$ cat src/rtl/multicycle_controller.sv
// Multicycle RV32I control unit: a registered FSM that sequences fetch, decode,
// execute, memory and writeback, stalls on mem_ready, traps illegal opcodes and counts retirements.
module multicycle_controller #(
  parameter bit EN_LUI   = 1'b1,
  parameter bit MEM_WAIT = 1'b1,
  parameter int CNT_W    = 32
) (
  input  logic             clk,
  input  logic             rst_n,
  input  logic [6:0]       op_code,
  input  logic             zero,
  input  logic             mem_ready,
  input  logic             trap_clr,
  output logic             pc_write,
  output logic             adr_src,
  output logic             mem_w,
  output logic             ir_write,
  output logic             reg_w,
  output logic [1:0]       result_src,
  output logic [1:0]       alu_src_a,
  output logic [1:0]       alu_src_b,
  output logic [1:0]       alu_op,
  output logic [2:0]       imm_src,
  output logic             illegal,
  output logic [CNT_W-1:0] retire_cnt
);

  localparam logic [3:0] S_FETCH     = 4'd0;
  localparam logic [3:0] S_DECODE    = 4'd1;
  localparam logic [3:0] S_MEM_ADR   = 4'd2;
  localparam logic [3:0] S_MEM_READ  = 4'd3;
  localparam logic [3:0] S_MEM_WB    = 4'd4;
  localparam logic [3:0] S_MEM_WRITE = 4'd5;
  localparam logic [3:0] S_EXEC_R    = 4'd6;
  localparam logic [3:0] S_EXEC_I    = 4'd7;
  localparam logic [3:0] S_LUI       = 4'd8;
  localparam logic [3:0] S_JAL       = 4'd9;
  localparam logic [3:0] S_ALU_WB    = 4'd10;
  localparam logic [3:0] S_BEQ       = 4'd11;
  localparam logic [3:0] S_TRAP      = 4'd12;

  localparam logic [6:0] OP_LW  = 7'b0000011;
  localparam logic [6:0] OP_SW  = 7'b0100011;
  localparam logic [6:0] OP_R   = 7'b0110011;
  localparam logic [6:0] OP_I   = 7'b0010011;
  localparam logic [6:0] OP_BEQ = 7'b1100011;
  localparam logic [6:0] OP_JAL = 7'b1101111;
  localparam logic [6:0] OP_LUI = 7'b0110111;

  logic [3:0]       state_q, state_d;
  logic [CNT_W-1:0] cnt_q;
  logic             rdy;
  logic             pc_update, branch, retire;
  logic             ir_w, mem_w_s, reg_w_s;

  assign rdy = MEM_WAIT ? mem_ready : 1'b1;

  // NOTE: every signal written here gets a default first, so no path leaves a value held and no latch is inferred.
  always_comb begin
    state_d    = state_q;
    adr_src    = 1'b0;
    ir_w       = 1'b0;
    mem_w_s    = 1'b0;
    reg_w_s    = 1'b0;
    result_src = 2'b00;
    alu_src_a  = 2'b00;
    alu_src_b  = 2'b00;
    alu_op     = 2'b00;
    pc_update  = 1'b0;
    branch     = 1'b0;
    retire     = 1'b0;
    case (state_q)
      S_FETCH: begin
        alu_src_b  = 2'b10;
        result_src = 2'b10;
        ir_w       = rdy;
        pc_update  = rdy;
        if (rdy) state_d = S_DECODE;
      end
      S_DECODE: begin
        alu_src_a = 2'b01;
        alu_src_b = 2'b01;
        case (op_code)
          OP_LW, OP_SW: state_d = S_MEM_ADR;
          OP_R:         state_d = S_EXEC_R;
          OP_I:         state_d = S_EXEC_I;
          OP_BEQ:       state_d = S_BEQ;
          OP_JAL:       state_d = S_JAL;
          OP_LUI:       state_d = EN_LUI ? S_LUI : S_TRAP;
          default:      state_d = S_TRAP;
        endcase
      end
      S_MEM_ADR: begin
        alu_src_a = 2'b10;
        alu_src_b = 2'b01;
        state_d   = (op_code == OP_LW) ? S_MEM_READ : S_MEM_WRITE;
      end
      S_MEM_READ: begin
        adr_src = 1'b1;
        if (rdy) state_d = S_MEM_WB;
      end
      S_MEM_WB: begin
        result_src = 2'b01;
        reg_w_s    = 1'b1;
        retire     = 1'b1;
        state_d    = S_FETCH;
      end
      S_MEM_WRITE: begin
        adr_src = 1'b1;
        mem_w_s = 1'b1;
        if (rdy) begin
          retire  = 1'b1;
          state_d = S_FETCH;
        end
      end
      S_EXEC_R: begin
        alu_src_a = 2'b10;
        alu_op    = 2'b10;
        state_d   = S_ALU_WB;
      end
      S_EXEC_I: begin
        alu_src_a = 2'b10;
        alu_src_b = 2'b01;
        alu_op    = 2'b10;
        state_d   = S_ALU_WB;
      end
      S_LUI: begin
        alu_src_a = 2'b11;
        alu_src_b = 2'b01;
        state_d   = S_ALU_WB;
      end
      S_JAL: begin
        alu_src_a = 2'b01;
        alu_src_b = 2'b10;
        pc_update = 1'b1;
        state_d   = S_ALU_WB;
      end
      S_ALU_WB: begin
        reg_w_s = 1'b1;
        retire  = 1'b1;
        state_d = S_FETCH;
      end
      S_BEQ: begin
        alu_src_a = 2'b10;
        alu_op    = 2'b01;
        branch    = 1'b1;
        retire    = 1'b1;
        state_d   = S_FETCH;
      end
      S_TRAP: begin
        if (trap_clr) state_d = S_FETCH;
      end
      default: state_d = S_FETCH;
    endcase
  end

  always_comb begin
    case (op_code)
      OP_SW:   imm_src = 3'b001;
      OP_BEQ:  imm_src = 3'b010;
      OP_JAL:  imm_src = 3'b011;
      OP_LUI:  imm_src = 3'b100;
      default: imm_src = 3'b000;
    endcase
  end

  // NOTE: sequential state uses non-blocking assignments so every register samples pre-edge values.
  always_ff @(posedge clk or negedge rst_n) begin
    if (!rst_n) begin
      state_q <= S_FETCH;
      cnt_q   <= '0;
    end else begin
      state_q <= state_d;
      if (retire) cnt_q <= cnt_q + CNT_W'(1);
    end
  end

  // Enables are gated by rst_n so they drop the instant reset asserts, not at the next edge.
  assign pc_write   = rst_n & (pc_update | (branch & zero));
  assign ir_write   = rst_n & ir_w;
  assign mem_w      = rst_n & mem_w_s;
  assign reg_w      = rst_n & reg_w_s;
  assign illegal    = (state_q == S_TRAP);
  assign retire_cnt = cnt_q;

endmodule

$ cat config.mk
export PLATFORM = sky130hd
export DESIGN_NAME = multicycle_controller
export DESIGN_NICKNAME = d
export VERILOG_FILES = /design/src/rtl/multicycle_controller.sv
export SDC_FILE = /design/constraint.sdc
export NUM_CORES = 1
export LEC_CHECK = 0
export CAP_MARGIN = 0
export CORE_ASPECT_RATIO = 0.8
export CORE_MARGIN = 5
export CORE_UTILIZATION = 35
export CTS_BUF_LIST = sky130_fd_sc_hd__clkbuf_2
export DETAILED_ROUTE_END_ITERATION = 12
export GPL_TIMING_DRIVEN = 0
export PLACE_DENSITY = 0.68
export SYNTH_ARGS = -nofsm -noshare
export SYNTH_HDL_FRONTEND = slang
export SYNTH_SLANG_ARGS = --single-unit
$ cat constraint.sdc
create_clock -name clk -period 2 [get_ports clk]
set_input_delay 0.4 -clock clk [delete_from_list [all_inputs] [get_ports clk]]
set_output_delay 0.4 -clock clk [all_outputs]
set_load 0.005 [all_outputs]
==> results_dict.tcl <==
set metrics [dict create \
    ys_warn_count 0 \
    crit_top_cell "buf_4" \
    cap_violations 0 \
    h-tree-depth 2 \
    synth_cell_types 51 \
    synth_flop_cell "dfrtp_1" \
    die_w_um 98.5 \
    holdWs_ns 0.492 \
    end_kind "output pin" \
    routedWlPerCell_um 16.1 \
    hpwl_um 3980 \
    clockRootBuffer "clkbuf_2" \
    ant_nets 0 \
    path_buf_inv 6 \
    routed_wl_um 6620 \
    gp_congestion 0.844 \
    drtIter0Drc 85 \
    nNetsFinal 341 \
    ys_ff_latch 36 \
    floorplan.initialDensity 0.365 \
    ys_async_sr_fraction 1.00 \
    setup_ws_ns -0.0959 \
    worstPathCellList "buf_6, clkbuf_16, clkinvlp_4, buf_4, buf_4, o22ai_2, buf_2" \
    violations "negative setup slack" \
    worstPathRequired_ns 1.60 \
    syn-num-nets 241 \
    syn_area_um2 2190 \
    cts_buffers 5 \
    die_area_um2 7950 \
    tns_ns -0.352 \
    worstHoldPathCells 1 \
    clk_path_buf_depth 2 \
    gr-total-overflow 0 \
    max_freq_mhz 477 \
    vias_per_cell 5.20 \
    period_share 1.05 \
    worst_skew_pair.late_latency_ns 0.37 \
    ys_seq_area_frac 0.411 \
    grt_max_degree 37 \
    cts_tree "yes" \
    startpoint "state_q[1]$_DFFE_PN0P_" \
    rr_startpoint "state_q[1]$_DFFE_PN0P_" \
    drt-pass1-iter-count 4 \
    setup_viol 5 \
    synth_cells 228 \
    fill_cells 547 \
    track_usage 0.159 \
    status "finished, violations left" \
    final.setup_skew_ns 0.0176 \
    vias 2133 \
    multiInputGateArea_um2 1350 \
    timing.rr.end "retire_cnt[25]$_DFFE_PN0P_" \
    crit_path_end "alu_src_a[1]" \
    path_clk_slew_ns 0.19 \
    antenna_found_initial 0 \
    placedCellCount 366 \
    die_y_um 80.8 \
    synth-edff-count 0 \
    cp.depth 7 \
    n_antenna_cell 0 \
    slew_viol_final 0 \
    regToRegSetupSlack_ns 0.04 \
    finalNonFillerCells 410 \
    critical_path.max_fanout 6 \
    power.density_nw_per_um2 1020 \
    hp-class "reg2reg" \
    cp_top_family "buffers and inverters" \
    area_delta_synth_final_pct 55.1 \
    cpPeakStageDelay_ns 0.38 \
    r2r_cells 8 \
    rows 25 \
    place.port_buffers 57 \
    min_period_ns 2.10 \
    syn_area_per_cell_um2 9.61 \
    grt_pass1_wl_um 10200 \
    seq_area_um2 905 \
    rsz0062_at_grt "true" \
    ioPinCount 61 \
    report.final.hold_viol_count 0 \
    core_area_um2 6010 \
    p_leak_nw 1.55 \
    clock_sinks 36 \
    slowest_stage "dfrtp_1" \
    maxSlewHeadroom 0.717 \
    ir_worst_vdd_mv 0.411 \
    final_layout_size_suffix_gt1_frac 0.331 \
    tightest_slew_ns 0.424 \
    startpoint_type "register" \
    drc 0 \
    grt_pass1_vias 2085 \
    worstPathArrival_ns 1.70 \
    critical_path_class "reg2out" \
]
-- placed cells by master, fill, tap and decap left out, types with 3 or more instances in the layout --
cell,count
a21oi_1,7
a22o_1,3
and2_1,7
and3_1,7
and4_1,5
buf_2,13
buf_4,27
buf_6,11
clkbuf_2,10
clkbuf_8,3
clkdlybuf4s50_1,35
dfrtp_1,33
dfrtp_2,3
dlygate4sd2_1,4
inv_1,8
nand2_1,13
nand2b_1,6
nand3_1,10
nand4_1,9
nor2_1,5
nor2b_4,3
nor3_1,4
nor3_2,6
nor4_1,5
nor4_2,5
xnor2_1,18
xor2_1,15
-- cells in the mapped netlist (2+ instances only) --
master    number  area share
dfrtp_1       36        0.41
a32o_1         2      0.0091
nand2_1       13       0.022
nand3_1       11       0.025
nand4_1        9       0.026
nor3_1        10       0.023
inv_1          9       0.015
clkbuf_1      10       0.017
o21ai_0        2      0.0046
nor4_1        11       0.031
xor2_1        15       0.060
a21oi_1        9       0.021
nand2b_1       6       0.017
and4_1         5       0.020
a22o_1         3       0.012
nor3b_1        2      0.0069
and2_1         7       0.020
buf_6          2       0.010
nor2b_1        3      0.0086
xnor2_1       18       0.072
buf_2          2      0.0046
and3_1         8       0.023
nor2_1         7       0.012
-- flip-flops by register name, indices dropped and copies added (netlist names) --
signal	flops
retire_cnt	32
state_q	4
-- final cells by class --
type / instances / area share
tap: 81 / 0.0298
inverter: 9 / 0.0110
sequential: 36 / 0.266
clock buffer: 5 / 0.00737
buffer: 13 / 0.0354
timing repair buffer: 95 / 0.249
clock inverter: 3 / 0.00405
multi-input combinational: 168 / 0.397
-- worst min-delay path by stage --
stage / start / end / slack (ns)
2_1_floorplan: rst_n / retire_cnt[0]$_DFFE_PN0P_ / 0.10
6_report: retire_cnt[22]$_DFFE_PN0P_ / retire_cnt[22]$_DFFE_PN0P_ / 0.49
5_1_grt: retire_cnt[27]$_DFFE_PN0P_ / retire_cnt[27]$_DFFE_PN0P_ / 0.53
4_1_cts: retire_cnt[22]$_DFFE_PN0P_ / retire_cnt[22]$_DFFE_PN0P_ / 0.50
3_5_place_dp: retire_cnt[22]$_DFFE_PN0P_ / retire_cnt[22]$_DFFE_PN0P_ / 0.47
3_3_place_gp: retire_cnt[22]$_DFFE_PN0P_ / retire_cnt[22]$_DFFE_PN0P_ / 0.48
-- stage by stage --
stage / power [mW] / util / cell area, µm² / worst slack [ns]
5_1_grt: 3.66 / 0.566 / 3400 / -0.213
4_1_cts: 3.13 / 0.538 / 3230 / -0.0898
3_3_place_gp: 2.27 / 0.477 / 2860 / -1.51
2_1_floorplan: 1.73 / - / 2190 / 0.290
3_5_place_dp: 2.28 / 0.476 / 2860 / -0.511
6_report: 3.45 / 0.566 / 3400 / -0.0959
-- where the power goes --
| group | internal (mW) | total (mW) | switching, mW |
|---|---|---|---|
| clock network | 0.0785 | 0.319 | 0.241 |
| logic | 1.20 | 2.19 | 0.994 |
| registers | 0.825 | 0.942 | 0.117 |
| total | 2.10 | 3.45 | 1.35 |
-- worst reg2reg max path, delay by kind of cell, from the launching register on --
kind / cells / cell delay [ns]
buffers and inverters: 4 / 0.52
flip-flops: 1 / 0.41
AND/OR/NAND/NOR: 2 / 0.63
XOR/XNOR: 1 / 0.18
AO/OA/AOI/OAI: 1 / 0.15
-- routing by layer --
layer,GRT usage,up-vias,part of all wire
li1,-,1027,-
met1,0.202,1054,0.45
met2,0.273,47,0.51
met3,0.0343,5,0.037
met4,0.0518,0,0.0057
met5,0,-,0
-- repair_timing --
action / 4_1_cts / 5_1_grt
setup buffers: 24 / 11
gates cloned: 0 / 2
pin swaps: 6 / 8
hold buffers: 2 / 0
endpoints found under the hold margin: 36 / 0
setup endpoints to repair: 19 / 25
gates resized for setup: 94 / 35
-- cell families (layout without fill, tap and decap cells) --
group / count (synthesis) / after routing / synth area share
compound gates: 30 / 31 / 0.110
xor+xnor: 33 / 33 / 0.132
fa+ha+maj: 1 / 1 / 0.00571
buf+inv: 25 / 125 / 0.0525
flops: 36 / 36 / 0.411
mux: 2 / 2 / 0.00971
simple gates: 101 / 101 / 0.279
(Power assumes the default switching activity.)
